<file path="src/rtl/br_predict_unit.sv">
// Branch resolution (EX) and 2-bit saturating-counter direction predictor (IF).
// Optional macro BR_STATS_EN adds saturating branch / mispredict statistics counters.
module br_predict_unit #(
  parameter int unsigned PC_W     = 16,
  parameter int unsigned IDX_W    = 6,
  parameter int unsigned FLAG_W   = 4,
  parameter logic [1:0]  CNT_INIT = 2'b01,
  parameter int unsigned STAT_W   = 16
) (
  input  logic              clk,
  input  logic              rst_n,
  input  logic [PC_W-1:0]   pc_IF,
  output logic              pred_taken_IF,
  input  logic [PC_W-1:0]   pc_ID_EX,
  input  logic              pred_taken_ID_EX,
  input  logic              br_instr_ID_EX,
  input  logic              jmp_imm_ID_EX,
  input  logic              jmp_reg_ID_EX,
  input  logic              rti_ID_EX,
  input  logic [2:0]        cc_ID_EX,
  input  logic [FLAG_W-1:0] PSW,
  input  logic              flush_ID_EX,
  output logic              flow_change_ID_EX,
  output logic              mispredict_EX
`ifdef BR_STATS_EN
  , output logic [STAT_W-1:0] br_count
  , output logic [STAT_W-1:0] mispred_count
`endif
);

  localparam int unsigned DEPTH = 1 << IDX_W;

  logic [1:0]       cnt_q [DEPTH];
  logic [1:0]       cnt_d [DEPTH];
  logic             taken;
  logic             upd;
  logic [IDX_W-1:0] upd_idx;
  logic [1:0]       cur_cnt;
  logic             flag_z, flag_n, flag_v;
  logic             unused_bits;

  assign flag_z = PSW[0];
  assign flag_n = PSW[1];
  assign flag_v = PSW[2];
  // Only the low PC bits index the table and only Z/N/V are read.
  assign unused_bits = ^{PSW, pc_IF, pc_ID_EX, STAT_W[0]};

  always_comb begin
    taken = 1'b0;
    case (cc_ID_EX)
      3'b000:  taken = ~flag_z;
      3'b001:  taken = flag_z;
      3'b010:  taken = ~flag_z & ~flag_n;
      3'b011:  taken = flag_n;
      3'b100:  taken = flag_z | ~flag_n;
      3'b101:  taken = flag_n | flag_z;
      3'b110:  taken = flag_v;
      default: taken = 1'b1;
    endcase
  end

  always_comb begin
    flow_change_ID_EX = 1'b0;
    if (!flush_ID_EX) begin
      if (br_instr_ID_EX) flow_change_ID_EX = taken;
      else                flow_change_ID_EX = jmp_imm_ID_EX | jmp_reg_ID_EX | rti_ID_EX;
    end
  end

  assign mispredict_EX = ~flush_ID_EX & br_instr_ID_EX & (taken != pred_taken_ID_EX);
  assign pred_taken_IF = cnt_q[pc_IF[IDX_W-1:0]][1];

  assign upd     = br_instr_ID_EX & ~flush_ID_EX & (cc_ID_EX != 3'b111);
  assign upd_idx = pc_ID_EX[IDX_W-1:0];
  assign cur_cnt = cnt_q[upd_idx];

  always_comb begin
    cnt_d = cnt_q;
    if (upd) begin
      if (taken && cur_cnt != 2'b11)       cnt_d[upd_idx] = cur_cnt + 2'b01;
      else if (!taken && cur_cnt != 2'b00) cnt_d[upd_idx] = cur_cnt - 2'b01;
    end
  end

  always_ff @(posedge clk or negedge rst_n) begin
    if (!rst_n) begin
      for (int unsigned i = 0; i < DEPTH; i++) cnt_q[i] <= CNT_INIT;
    end else begin
      cnt_q <= cnt_d;
    end
  end

`ifdef BR_STATS_EN
  logic [STAT_W-1:0] br_cnt_q, br_cnt_d;
  logic [STAT_W-1:0] mp_cnt_q, mp_cnt_d;

  always_comb begin
    br_cnt_d = br_cnt_q;
    mp_cnt_d = mp_cnt_q;
    if (upd && br_cnt_q != '1)           br_cnt_d = br_cnt_q + 1'b1;
    if (mispredict_EX && mp_cnt_q != '1) mp_cnt_d = mp_cnt_q + 1'b1;
  end

  always_ff @(posedge clk or negedge rst_n) begin
    if (!rst_n) begin
      br_cnt_q <= '0;
      mp_cnt_q <= '0;
    end else begin
      br_cnt_q <= br_cnt_d;
      mp_cnt_q <= mp_cnt_d;
    end
  end

  assign br_count      = br_cnt_q;
  assign mispred_count = mp_cnt_q;
`endif

endmodule

</file>
<file path="config.mk">
export PLATFORM = sky130hd
export DESIGN_NAME = br_predict_unit
export DESIGN_NICKNAME = d
export VERILOG_FILES = /design/src/rtl/br_predict_unit.sv
export SDC_FILE = /design/constraint.sdc
export NUM_CORES = 1
export LEC_CHECK = 0
export CAP_MARGIN = 15
export CORE_MARGIN = 8
export CORE_UTILIZATION = 35
export CTS_CLUSTER_DIAMETER = 50
export CTS_CLUSTER_SIZE = 20
export DETAILED_ROUTE_END_ITERATION = 8
export HOLD_SLACK_MARGIN = 0.03
export PLACE_DENSITY = 0.59
export REMOVE_ABC_BUFFERS = 1
export SYNTH_ARGS = -nofsm -noshare
export SYNTH_HDL_FRONTEND = slang
export SYNTH_SLANG_ARGS = --single-unit
</file>
<file path="constraint.sdc">
create_clock -name clk -period 4.9 [get_ports clk]
set_clock_uncertainty 0.15 [all_clocks]
set_input_delay 0.735 -clock clk [delete_from_list [all_inputs] [get_ports clk]]
set_output_delay 0.735 -clock clk [all_outputs]
set_load 0.03 [all_outputs]
</file>
==> results.json <==
{
  "status": "complete, no violations",
  "synth_cells": 664,
  "max-clock-path-buffers": 2,
  "drc": 0,
  "vdd_drop_max_uv": 218,
  "die_x_um": 167,
  "r2r_setup_slack_ps": 860,
  "grt_use_total_pct": 16.8,
  "cts.sinks": 128,
  "layout_min_cycle_time_ps": 4450,
  "drive_gt1_share_pct": 49.3,
  "cts_resized": 0,
  "antenna_cells": 0,
  "core_mm2": 0.0225,
  "htreeDepth": 4,
  "p_leak_nw": 3.90,
  "dp_cells": 983,
  "nFillCells": 2045,
  "ys_types": 72,
  "cts-root-buf": "clkbuf_16",
  "placed_cell_area_mm2": 0.00883,
  "path_cells": "clkdlybuf4s50_1, buf_4, mux4_2, a22oi_1, nand4b_1, o31ai_1, nor3b_1, clkdlybuf4s50_1",
  "setup_tns_ps": 0,
  "cpMostUsedCell": "clkdlybuf4s50_1",
  "fmax_ghz": 0.225,
  "power.density_mw_per_mm2": 333,
  "crit_fanout": 7,
  "slowest_stage": "clkdlybuf4s50_1",
  "slew_viol_final": 0,
  "synth_edf_count": 0,
  "critPathKind": "in -> out",
  "num_rows": 55,
  "timing.hold.ws_ps": 229,
  "ant_nets": 0,
  "worst_hold_path_type": "in -> async",
  "setup_viol": 0,
  "numPortBuffers": 28,
  "die_h_um": 167,
  "yosys_warnings": 0,
  "grt_pass1_wl_mm": 36.8,
  "ys.flop_type": "dfstp_2",
  "r2r-end": "cnt_q[97]",
  "drt_first_pass_iters": 5,
  "crit-reg2reg-launch": "cnt_q[49]",
  "mappedNetlistArea_mm2": 0.00795,
  "yosys-top-cells-area": "dfstp_2 21%, dfrtp_1 20%, mux2_2 17%",
  "dieArea_mm2": 0.0278,
  "overflow": 0,
  "stdcell_count": 1015,
  "wl_per_cell_um": 22.4,
  "ios": 50,
  "viasPerCell": 5.87,
  "cpPeakStageDelay_ps": 810,
  "period_share_pct": 90.8,
  "slew_headroom_pct": 21.7,
  "yosysTopAreaCell": "dfstp_2",
  "yosysMostFrequentCell": "mux2_2",
  "register_area_mm2": 0.00328,
  "netlist_top_cells_count": "121 x mux2_2, 64 x dfrtp_1, 64 x dfstp_2, 51 x nand3_1, 29 x nor2_1",
  "crit_path_start_kind": "input pin",
  "area_growth_pct": 18.9,
  "grt_max_degree": 59,
  "clock_insertion_delay_worst_skew_ps": 420,
  "finalHoldViolations": 0,
  "yosysSeqAreaShare_pct": 41.3,
  "grt_pass1_vias": 6372,
  "rsz0062_at_grt": "false",
  "worstMarginPinSlew_ps": 1170,
  "cts_tree": "built",
  "ys_ff_latch": 128,
  "final_cell_area_mm2": 0.00945,
  "dp_hpwl_mm": 16.3,
  "cp_data_arrival_time_ps": 3560,
  "cts_made_buffers": 17,
  "cts_hold_buf": 0,
  "cts_setup_buffers": 0,
  "async_flop_share_pct": 100,
  "multi_input_area_mm2": 0.00435,
  "totalWireLength_mm": 22.7,
  "finalNetCount": 766,
  "end_kind": "output port",
  "gp_congestion": 0.863,
  "netlist.area_leader.share_pct": 21.1,
  "cap_viol_max_count": 0,
  "syn_avg_cell_area_um2": 12.0,
  "first_iter_violations": 432,
  "path_clk_slew_ps": 60,
  "required_ps": 4010,
  "rr_worst_depth": 11,
  "start_util_pct": 35.3,
  "num_vias": 5958,
  "antenna_found_initial": 0
}
cells by family after synthesis:
kind of cell / share of synthesized area [%]
flip-flops: 41.3
multiplexers: 29.2
XOR/XNOR: 0.315
adder cells (fa/ha/maj): 0.315
AND/OR/NAND/NOR: 16.6
buffers and inverters: 4.39
AO/OA/AOI/OAI: 7.91
cells in the final DEF (no fill, tap or decap), types with 4 or more instances in the layout:
cell	instances
a211oi_1	4
a21oi_1	15
a221o_1	4
a221oi_1	4
a22oi_1	7
buf_12	6
buf_4	54
bufinv_16	4
clkbuf_16	17
clkdlybuf4s50_1	24
clkinvlp_4	4
dfrtp_1	64
dfstp_2	64
inv_1	13
mux2_1	7
mux2_2	121
mux2i_1	25
mux4_2	28
nand2_1	14
nand2b_1	5
nand3_1	51
nor2_1	29
nor2b_1	14
nor3_1	24
nor3_2	25
nor3_4	4
nor3b_1	4
nor4_2	11
o21ai_0	4
o221ai_1	4
critical path: cells and delay by family:
| family | cells | cell delay [ps] |
|---|---|---|
| AO/OA/AOI/OAI | 2 | 300 |
| AND/OR/NAND/NOR | 2 | 250 |
| buffers and inverters | 3 | 1730 |
| multiplexers | 1 | 540 |
final cells by class:
type,instances,share of cell area (%)
clock buffer,22,4.91
clock inverter,10,1.69
inverter,15,0.596
multi-input combinational,468,46.0
sequential,128,34.7
tap,285,3.77
timing repair buffer,87,8.26
where the power goes:
part | internal (mW) | switching [mW]
Clock | 0.876 | 0.467
Sequential | 1.18 | 0.0696
Combinational | 0.241 | 0.316
metrics by stage:
stage,power [mW],worst slack [ps],utilization [%]
after floorplan,1.53,-4190,-
after global placement,1.79,21.8,39.2
after detailed placement,1.81,58.8,39.2
after CTS,3.16,425,42.0
after global routing,3.27,314,42.0
final,3.14,451,42.0
metal layers:
layer  up-vias  GRT usage [%]  part of all wire [%]
met5         -              0                     0
met4         0           7.17                   2.7
met3        41           3.50                   5.8
met2       202           27.6                    49
met1      3071           21.1                    42
li1       2644              -                     -
worst max-delay path by stage:
stage / slack, ps / depth (start not counted) / end / from
floorplan: -4190 / 9 / cnt_q[17] / pc_ID_EX[0]
global placement: 20 / 12 / cnt_q[99] / pc_ID_EX[0]
detailed placement: 60 / 12 / cnt_q[99] / pc_ID_EX[0]
CTS: 420 / 8 / pred_taken_IF / pc_IF[0]
global route: 310 / 12 / cnt_q[97] / pc_ID_EX[0]
finish: 450 / 8 / pred_taken_IF / pc_IF[0]
(Power assumes the default switching activity.)
